--- config.mk ---
export PLATFORM = sky130hd
export DESIGN_NAME = compare_unit_flat
export DESIGN_NICKNAME = d
export VERILOG_FILES = /design/src/rtl/compare_unit_pkg.sv /design/src/rtl/compare_unit_if.sv /design/src/rtl/compare_chunk.sv /design/src/rtl/compare_unit.sv /design/src/flat_wrapper.sv
export SDC_FILE = /design/constraint.sdc
export NUM_CORES = 1
export LEC_CHECK = 0
export CORE_MARGIN = 2
export CORE_UTILIZATION = 54
export DETAILED_ROUTE_END_ITERATION = 8
export GPL_TIMING_DRIVEN = 0
export PLACE_DENSITY = 0.84
export SLEW_MARGIN = 20
export SYNTH_ARGS = -nofsm -noshare
export SYNTH_HDL_FRONTEND = slang
export SYNTH_SLANG_ARGS = --single-unit
--- constraint.sdc ---
create_clock -name clk -period 5.2 [get_ports clk]
set_input_delay 0.78 -clock clk [delete_from_list [all_inputs] [get_ports clk]]
set_output_delay 0.78 -clock clk [all_outputs]
set_load 0.03 [all_outputs]
--- src/rtl/compare_unit_pkg.sv ---
// Shared definitions for the multi-cycle compare unit.
// Holds op codes, FSM states and small helpers for chunk count and result selection.
package cmp_pkg;

    // Compare op codes; 6 and 7 are illegal.
    localparam logic [2:0] OP_EQ  = 3'd0;
    localparam logic [2:0] OP_NE  = 3'd1;
    localparam logic [2:0] OP_LTU = 3'd2;
    localparam logic [2:0] OP_GEU = 3'd3;
    localparam logic [2:0] OP_LTS = 3'd4;
    localparam logic [2:0] OP_GES = 3'd5;

    typedef enum logic [1:0] {
        IDLE = 2'd0,
        SCAN = 2'd1,
        DONE = 2'd2
    } state_e;

    function automatic int nchunk(input int bus_size, input int chunk_size);
        return bus_size / chunk_size;
    endfunction

    function automatic logic op_signed(input logic [2:0] op);
        return (op == OP_LTS) || (op == OP_GES);
    endfunction

    function automatic logic op_illegal(input logic [2:0] op);
        return op > OP_GES;
    endfunction

    // Maps the final eq/lt flags onto the single result bit for an op.
    function automatic logic op_result(input logic [2:0] op,
                                       input logic       eq,
                                       input logic       lt);
        logic r;
        r = 1'b0;
        case (op)
            OP_EQ:           r = eq;
            OP_NE:           r = !eq;
            OP_LTU, OP_LTS:  r = lt;
            OP_GEU, OP_GES:  r = !lt;
            default:         r = 1'b0;
        endcase
        return r;
    endfunction

endpackage

--- src/rtl/compare_unit_if.sv ---
// Handshake bundle between an operand producer/result consumer and compare_unit.
// master drives operands, op, flush and out_ready; slave returns ready, valid and result.
interface cmp_if #(
    parameter int BUS_SIZE    = 16,
    parameter int RESULT_SIZE = 1
);
    logic                   in_valid;
    logic                   in_ready;
    logic [BUS_SIZE-1:0]    a;
    logic [BUS_SIZE-1:0]    b;
    logic [2:0]             op;
    logic                   flush;
    logic                   out_valid;
    logic                   out_ready;
    logic [RESULT_SIZE-1:0] res;
    logic                   flag_eq;
    logic                   flag_lt;
    logic                   err;

    modport master (
        output in_valid, a, b, op, flush, out_ready,
        input  in_ready, out_valid, res, flag_eq, flag_lt, err
    );

    modport slave (
        input  in_valid, a, b, op, flush, out_ready,
        output in_ready, out_valid, res, flag_eq, flag_lt, err
    );

endinterface

--- src/rtl/compare_chunk.sv ---
// Combinational unsigned compare of one operand chunk.
// Ports: a, b (chunks in); eq = a==b, lt = a<b (out).
module compare_chunk #(
    parameter int CHUNK_SIZE = 4
) (
    input  logic [CHUNK_SIZE-1:0] a,
    input  logic [CHUNK_SIZE-1:0] b,
    output logic                  eq,
    output logic                  lt
);

    assign eq = (a == b);
    assign lt = (a < b);

endmodule

--- src/rtl/compare_unit.sv ---
// Multi-cycle magnitude/equality comparator, MSB chunk first with early exit.
// Ports: clk, rst_n (async, active low); bus (cmp_if.slave) carries handshakes, operands and results.
module compare_unit
    import cmp_pkg::*;
#(
    parameter int BUS_SIZE    = 16,
    parameter int CHUNK_SIZE  = 4,
    parameter int RESULT_SIZE = 1
) (
    input  logic  clk,
    input  logic  rst_n,
    cmp_if.slave  bus
);

    localparam int NCHUNK = nchunk(BUS_SIZE, CHUNK_SIZE);
    localparam int IW     = (NCHUNK > 1) ? $clog2(NCHUNK) : 1;

    localparam logic [BUS_SIZE-1:0] MSB_MASK =
        {1'b1, {(BUS_SIZE-1){1'b0}}};

    state_e                 state;
    logic [IW-1:0]          idx;
    logic [BUS_SIZE-1:0]    a_q;
    logic [BUS_SIZE-1:0]    b_q;
    logic [2:0]             op_q;
    logic                   out_valid_q;
    logic [RESULT_SIZE-1:0] res_q;
    logic                   eq_q;
    logic                   lt_q;
    logic                   err_q;

    logic [CHUNK_SIZE-1:0]  a_chunks [NCHUNK];
    logic [CHUNK_SIZE-1:0]  b_chunks [NCHUNK];
    logic                   ch_eq;
    logic                   ch_lt;
    logic                   fin_lt;

    for (genvar i = 0; i < NCHUNK; i++) begin : g_slice
        assign a_chunks[i] = a_q[i*CHUNK_SIZE +: CHUNK_SIZE];
        assign b_chunks[i] = b_q[i*CHUNK_SIZE +: CHUNK_SIZE];
    end

    compare_chunk #(
        .CHUNK_SIZE (CHUNK_SIZE)
    ) u_chunk (
        .a  (a_chunks[idx]),
        .b  (b_chunks[idx]),
        .eq (ch_eq),
        .lt (ch_lt)
    );

    // lt as it will be latched when the scan finishes this cycle.
    assign fin_lt = ch_eq ? 1'b0 : ch_lt;

    always_ff @(posedge clk or negedge rst_n) begin
        if (!rst_n) begin
            state       <= IDLE;
            idx         <= '0;
            a_q         <= '0;
            b_q         <= '0;
            op_q        <= '0;
            out_valid_q <= 1'b0;
            res_q       <= '0;
            eq_q        <= 1'b0;
            lt_q        <= 1'b0;
            err_q       <= 1'b0;
        end else if (bus.flush) begin
            state       <= IDLE;
            idx         <= '0;
            out_valid_q <= 1'b0;
            res_q       <= '0;
            eq_q        <= 1'b0;
            lt_q        <= 1'b0;
            err_q       <= 1'b0;
        end else begin
            unique case (state)
                IDLE: begin
                    if (bus.in_valid) begin
                        // Flipping both sign bits turns a signed order
                        // into an unsigned one for the chunk scan.
                        if (op_signed(bus.op)) begin
                            a_q <= bus.a ^ MSB_MASK;
                            b_q <= bus.b ^ MSB_MASK;
                        end else begin
                            a_q <= bus.a;
                            b_q <= bus.b;
                        end
                        op_q  <= bus.op;
                        idx   <= IW'(NCHUNK - 1);
                        state <= SCAN;
                    end
                end
                SCAN: begin
                    if (!ch_eq || idx == '0) begin
                        eq_q        <= ch_eq;
                        lt_q        <= fin_lt;
                        err_q       <= op_illegal(op_q);
                        res_q       <= RESULT_SIZE'(
                            op_result(op_q, ch_eq, fin_lt));
                        out_valid_q <= 1'b1;
                        state       <= DONE;
                    end else begin
                        idx <= idx - 1'b1;
                    end
                end
                DONE: begin
                    if (bus.out_ready) begin
                        out_valid_q <= 1'b0;
                        res_q       <= '0;
                        eq_q        <= 1'b0;
                        lt_q        <= 1'b0;
                        err_q       <= 1'b0;
                        state       <= IDLE;
                    end
                end
                default: begin
                    state <= IDLE;
                end
            endcase
        end
    end

    assign bus.in_ready  = (state == IDLE);
    assign bus.out_valid = out_valid_q;
    assign bus.res       = res_q;
    assign bus.flag_eq   = eq_q;
    assign bus.flag_lt   = lt_q;
    assign bus.err       = err_q;

endmodule
--- src/flat_wrapper.sv ---
// flat-port wrapper written by rule: the top's interface ports become plain ports
module compare_unit_flat import cmp_pkg::*;
#(
    parameter int BUS_SIZE    = 16,
    parameter int CHUNK_SIZE  = 4,
    parameter int RESULT_SIZE = 1
)
  (clk, rst_n, bus_in_valid, bus_a, bus_b, bus_op, bus_flush, bus_out_ready, bus_in_ready, bus_out_valid, bus_res, bus_flag_eq, bus_flag_lt, bus_err);
  cmp_if #(.BUS_SIZE(BUS_SIZE), .RESULT_SIZE(RESULT_SIZE)) bus_i ();
  input  logic clk;
  input  logic rst_n;
  input wire logic [$bits(bus_i.in_valid)-1:0] bus_in_valid;
  input wire logic [$bits(bus_i.a)-1:0] bus_a;
  input wire logic [$bits(bus_i.b)-1:0] bus_b;
  input wire logic [$bits(bus_i.op)-1:0] bus_op;
  input wire logic [$bits(bus_i.flush)-1:0] bus_flush;
  input wire logic [$bits(bus_i.out_ready)-1:0] bus_out_ready;
  output wire logic [$bits(bus_i.in_ready)-1:0] bus_in_ready;
  output wire logic [$bits(bus_i.out_valid)-1:0] bus_out_valid;
  output wire logic [$bits(bus_i.res)-1:0] bus_res;
  output wire logic [$bits(bus_i.flag_eq)-1:0] bus_flag_eq;
  output wire logic [$bits(bus_i.flag_lt)-1:0] bus_flag_lt;
  output wire logic [$bits(bus_i.err)-1:0] bus_err;
  assign bus_i.in_valid = bus_in_valid;
  assign bus_i.a = bus_a;
  assign bus_i.b = bus_b;
  assign bus_i.op = bus_op;
  assign bus_i.flush = bus_flush;
  assign bus_i.out_ready = bus_out_ready;
  assign bus_in_ready = bus_i.in_ready;
  assign bus_out_valid = bus_i.out_valid;
  assign bus_res = bus_i.res;
  assign bus_flag_eq = bus_i.flag_eq;
  assign bus_flag_lt = bus_i.flag_lt;
  assign bus_err = bus_i.err;
  compare_unit #(.BUS_SIZE(BUS_SIZE), .CHUNK_SIZE(CHUNK_SIZE), .RESULT_SIZE(RESULT_SIZE)) u_core (.clk(clk), .rst_n(rst_n), .bus(bus_i));
endmodule
Yosys cells after proc, flatten, opt, wreduce, memory -nomap -nowiden
Index checks and enable logic that the tools add are counted.
Word-level totals
  register bits after elaboration: 44
  bits of input ports: 40
  output and inout bits: 6
  word-level logic and storage cells: 82
Cells by class
  add/subtract/negate cells: 1
  $lt $le $gt $ge: 3
  equality and inequality tests: 14
  mux-type cells: 35
  bitwise logic cells: 4
  reduce and logical (&&, ||, !) cells: 15
Operators by type and width (count)
  16-bit 2-to-1 mux: 2
  4-bit binary-select mux with 2-bit select: 2
  4-bit 2-to-1 mux: 4
  2-bit 2-to-1 mux: 7
  3-bit == test, second input constant: 4
  1-bit 2-to-1 mux: 12
  3-bit AND reduction: 4
  1-bit one-hot mux with 2 select lines: 5
  3-bit inequality test, second input constant: 3
  3-bit by 2-bit == test with 1-bit output, second input constant: 2
  2-bit one-hot mux with 3 select lines: 1
  3-bit nonzero test: 2
  4-bit == test: 1
  2-bit zero test: 2
  4-bit < comparator: 1
  1-bit one-hot mux with 4 select lines: 1
  2-bit one-hot mux with 2 select lines: 1
  2-bit OR reduction: 2
  3-bit by 1-bit == test with 1-bit output, second input constant: 1
  3-bit greater-or-equal comparator, second input constant: 1
  3-bit greater-than comparator, second input constant: 1
  3-bit zero test: 1
  3-bit by 2-bit inequality test with 1-bit output, second input constant: 1
  1-bit NOT: 3
  other kinds (6): 8

Depth between registers and ports, before layout
  depth after elaboration: 11
  mapped depth: 9
  gate-level depth less buffers: 7

Modules after synthesis
Synthesis repeated with hierarchy kept, for this count alone.
Second synthesis, totals
  cells, all modules: 148
  area total of the unflattened synthesis: 2112.0 sq um
Modules (own cells, without submodules)
  compare_unit: instances 1, cells an instance 134, area an instance 2009.4 sq um, sequential area each 1101.1 sq um
  compare_chunk: instances 1, cells an instance 14, area an instance 102.6 sq um, sequential area each 0.0 sq um

Least setup slack after synthesis
Ideal clock, no wire load.
  path kind: register -> register
  start point: register u_core.idx[0]
  end point: register u_core.res_q, in the netlist u_core.bus.res
  data arrival time: 2.341 ns
  required time: 5.059 ns
  path slack: 2.718 ns
  stages on the path, launching flop included: 9
  buffers on the path: 2
  period minus slack after synthesis: 2.482 ns
  path through: dfrtp_1 -> buf_2 -> mux4_2 -> ha_1 -> and4_1 -> clkbuf_1 -> mux2_2 -> a32oi_1 -> nand3_1
On the way
  cells in the longest elaborated chain, start to end: 11
  elaborated cells on any way between the ends: 20
  those cells by class: order compare (1); eq/ne (2); mux (11); bitwise (1); reduce/logical (5)
RTL lines
  from (decl): RTL line compare_unit.sv:22  | logic [IW-1:0] idx;
  from (signal assigned): RTL line compare_unit.sv:89  | idx <= IW'(NCHUNK - 1);
  from (signal assigned): RTL line compare_unit.sv:103  | idx <= idx - 1'b1;
  2-bit NOT with 3-bit output (not written as such): RTL line compare_unit.sv:46, compare_unit.sv:47
  4-bit binary-select mux with 2-bit select (on tied branches): RTL line compare_unit.sv:46, compare_unit.sv:47
  4-bit 2-to-1 mux (on tied branches) (2 in series): RTL line compare_unit.sv:46, compare_unit.sv:47
  4-bit < comparator / 4-bit == test (equally long branches): RTL line compare_chunk.sv:13, compare_chunk.sv:12
  1-bit 2-to-1 mux: RTL line compare_unit.sv:53  | assign fin_lt = ch_eq ? 1'b0 : ch_lt;
  1-bit zero test: RTL line compare_unit_pkg.sv:41  | OP_GEU, OP_GES: r = !lt;
  1-bit one-hot mux with 4 select lines: RTL line compare_unit_pkg.sv:37  | case (op)
  1-bit 2-to-1 mux: RTL line compare_unit.sv:94  | if (!ch_eq || idx == '0) begin
  1-bit one-hot mux with 2 select lines: RTL line compare_unit.sv:76  | unique case (state)
  1-bit 2-to-1 mux: RTL line compare_unit.sv:67  | end else if (bus.flush) begin
  to (signal assigned): RTL line compare_unit.sv:98  | res_q <= RESULT_SIZE'(
  to (decl): RTL line compare_unit.sv:27  | logic [RESULT_SIZE-1:0] res_q;
Parallel ways exist; a longest one is shown, timed or not. The select of a mux whose other input is x is not followed.
A chain may end at the register's enable or synchronous reset.

Worst setup path after layout
Ends and elaborated chain as after synthesis.

==> implementation parameters <==
Parameter                              Value

Timing
  Hold Vio Cnt, Final    0
  Max_slew headroom    around 60%
  Peak clock frequency supported by timing    0.360 GHz
  Hold Worst Slack    396 ps
  Pins over their slew limit    0
  Final number of setup-violating endpoints    0
  RSZ-0062 raised after global routing    no
  Shortest clock period the worst path allows after layout    2780 ps
  Total Negative Setup Slacks    0 ps
  Final setup margin    2420 ps
  Part of the cycle the worst path needs    around 53%
  Setup skew after layout    5.26 ps
  Worst-Margin Slew    598 ps

Critical path
  WP data arrival    2950 ps
  Data required time of the worst path    between 5000 and 6000 ps
  Cell at the slowest stage of the critical path    mux4_2
  Worst setup path class    flop to flop
  Crit path cell chain    buf_2 > mux4_2 > ha_1 > and4_1 > clkbuf_1 > mux2_2 > a32oi_1 > nand3_1
  CP max stage delay    570 ps
  Startpoint Class    flop
  Maximum fanout along the worst path    10
  Crit end category    flop
  Flop2flop setup slack    roughly 2400 ps

Cells and area
  Filler Cell Count    264
  Number of non-filler instances in the completed layout    253
  Top library cells by usage in the layout, fill and taps aside    clkdlybuf4s50_1, dfrtp_1, mux2_2
  ANT cells    0
  Multi-input gate area    940 sq um
  Area used by sequential logic in the layout    about 0.0011 sq mm
  Layout cell share with drive strength beyond 1    between 20 and 30%
  Area delta synth->final    29.5%
  Net count of the finished layout    250

Floorplanning
  Initial Util    56.8%
  Placeable core area    0.00372 sq mm
  Overall die area    0.00442 sq mm
  DIE WIDTH    roughly 67 microns
  Number of top-level pins    46
  Die H    66.5 microns
  Number of rows created at floorplan    22

Placed design
  Total instance count after detailed placement    246
  # port buffers    45
  Worst slack after detailed placement    ~2400 ps
  HPWL reported at the end of detailed placement    3190 microns
  RD Place Congestion    about 0.8

Clock network
  Sink Count    44
  # resized after CTS    0
  Post-CTS clock slew at the launch and capture registers of the worst setup and hold paths    approximately 80 ps
  TritonCTS clock tree    done
  Clk root buf    clkbuf_8
  Level count of the clock H-tree    2
  Maximum buffer depth of the clock tree    2
  Post-CTS setup buffers    0
  Num CTS Buffers    5
  Hold_buf cts    0
  Clock insertion delay at the later pin of the skew report    about 310 ps

Synthesis
  Post-synthesis average cell area    approximately 14 sq um
  Complex-gate fraction of the synthesized area    5.46%
  Basic-gate share of the synthesized area counting and, or, nand and nor cells    7.12%
  Cell type with the largest total area after synthesis    dfrtp_1
  Mux contribution to synthesized area    27.8%
  Combined area of all synthesized cells    0.00211 sq mm
  Sequential cell area fraction in the yosys report    52.2%
  Synth async-reset ratio    between 90% and 100%
  Most used flip-flop cell after synthesis    dfrtp_1
  Yosys warning total    0
  Count of different cell masters after synthesis    31
  Area share of the leading cell type in the synthesized netlist    52.2%
  Synthesized-area fraction occupied by adder cells    2.97%
  Xor-xnor portion of the synthesized cell area    1.25%
  Number of synthesized flops with an enable pin    0
  Seq cells post-synth    44
  Leading post-synthesis cells by cell area    dfrtp_1, mux2_2, mux4_2
  Combinational family with the most area after synthesis    multiplexers
  Net count after synthesis    197
  Gate count of the mapped netlist    152

Route
  Routed wire length on met2    2250 microns
  DRT iter0 DRCs    85
  Total routed wire length on the met1 layer    1710 microns
  Uppermost signal routing layer after detailed routing    met4
  Metal3 WL    230 microns
  Average via count per standard cell    5.77
  Count of antenna-violating nets left after detailed routing    0
  Number of iterations in the first detailed-routing pass    4
  Post-route DRC    0
  Routed Wire Length    4280 microns
  Average wire length per cell after detail routing    16.9 microns
  Total number of vias    1459

GRT
  Via count of the first global-routing pass    1515
  Initial antenna violation count    0
  Largest net degree at the start of global routing    29
  First-pass GRT wire length    between 7000 and 8000 microns
  Remaining Overflow, GRT    0
  Overall Global Routing Usage    about 22%

Min path
  Hold crit path type    primary input to asynchronous set/reset pin

Run status
  Result of the run    complete, no violations

Job
  Max-Cap Viols    0

Power
  Total power    1.06 mW
  Cell Pwr Density    389 mW/mm^2
  Static leakage    1.15 nW
  IR drop worst, VDD    0.221 mV
==> registers in the layout, indices dropped and copies added, names as in the netlist <==
name,flops
u_core.bus.res,1
u_core.bus.err,1
u_core.bus.flag_eq,1
u_core.bus.out_valid,1
u_core.state,2
u_core.bus.flag_lt,1
u_core.a_q,16
u_core.idx,2
u_core.b_q,16
u_core.op_q,3
==> worst paths after layout <==
kind                                                        from                               end  depth (start not counted)
worst min register to register  u_core.bus.out_valid$_DFFE_PN0P_  u_core.bus.out_valid$_DFFE_PN0P_                          1
worst max register to register         u_core.idx[0]$_DFFE_PN0P_        u_core.bus.res$_DFFE_PN0P_                          8
max in group asynchronous                                  rst_n        u_core.b_q[15]$_DFFE_PN0P_                          2
worst max-delay path                   u_core.idx[0]$_DFFE_PN0P_        u_core.bus.res$_DFFE_PN0P_                          8
worst min-delay path                                       rst_n         u_core.b_q[1]$_DFFE_PN0P_                          1
min in group clk                u_core.bus.out_valid$_DFFE_PN0P_  u_core.bus.out_valid$_DFFE_PN0P_                          1
==> logic make-up after synthesis <==
kind of cell	Yosys count
mux	44
compound gates	17
buf+inv	15
simple gates	24
fa+ha+maj	5
flops	44
xor+xnor	3
==> power breakdown <==
| group | switching, mW | total, mW | internal [mW] |
|---|---|---|---|
| clock network | 0.115 | 0.234 | 0.118 |
| logic | 0.158 | 0.359 | 0.200 |
| registers | 0.0471 | 0.471 | 0.424 |
==> area by class of cell <==
cell class	count	share of cell area [%]
clock buffer	7	3.53
tap	48	2.20
sequential	44	40.3
inverter	7	0.962
timing repair buffer	46	17.0
buffer	8	1.56
multi-input combinational	93	34.4
==> per-stage QoR <==
| stage | utilization, % | instance area [sq um] |
|---|---|---|
| after global routing | 73.5 | 2730 |
| after CTS | 73.5 | 2730 |
| after global placement | 70.5 | 2620 |
| final | 73.5 | 2730 |
| after floorplan | - | 2110 |
| after detailed placement | 70.9 | 2640 |
==> routing by layer <==
metal | vias up | GRT usage (%)
li1 | 669 | -
met1 | 738 | 26.6
met4 | 0 | 8.16
met5 | - | 0
met3 | 10 | 6.25
met2 | 42 | 38.8
==> Yosys cell counts, types with 3 or more instances <==
cell and number:
buf_2 4, dfrtp_1 44, ha_1 5, mux2_2 36, inv_1 7, xnor2_1 3, a21oi_1 6, nor2_1 6
nor2b_1 3, mux4_2 8
==> worst max-delay path: cells and delay by family (launching register included) <==
family	cells	cell delay [ps]
muxes	2	950
buffers and inverters	2	540
DFF	1	380
adders and majority gates	1	340
and+or+nand+nor	2	280
AOI/OAI and AO/OA	1	160
Power figures use the tool's default switching activity.
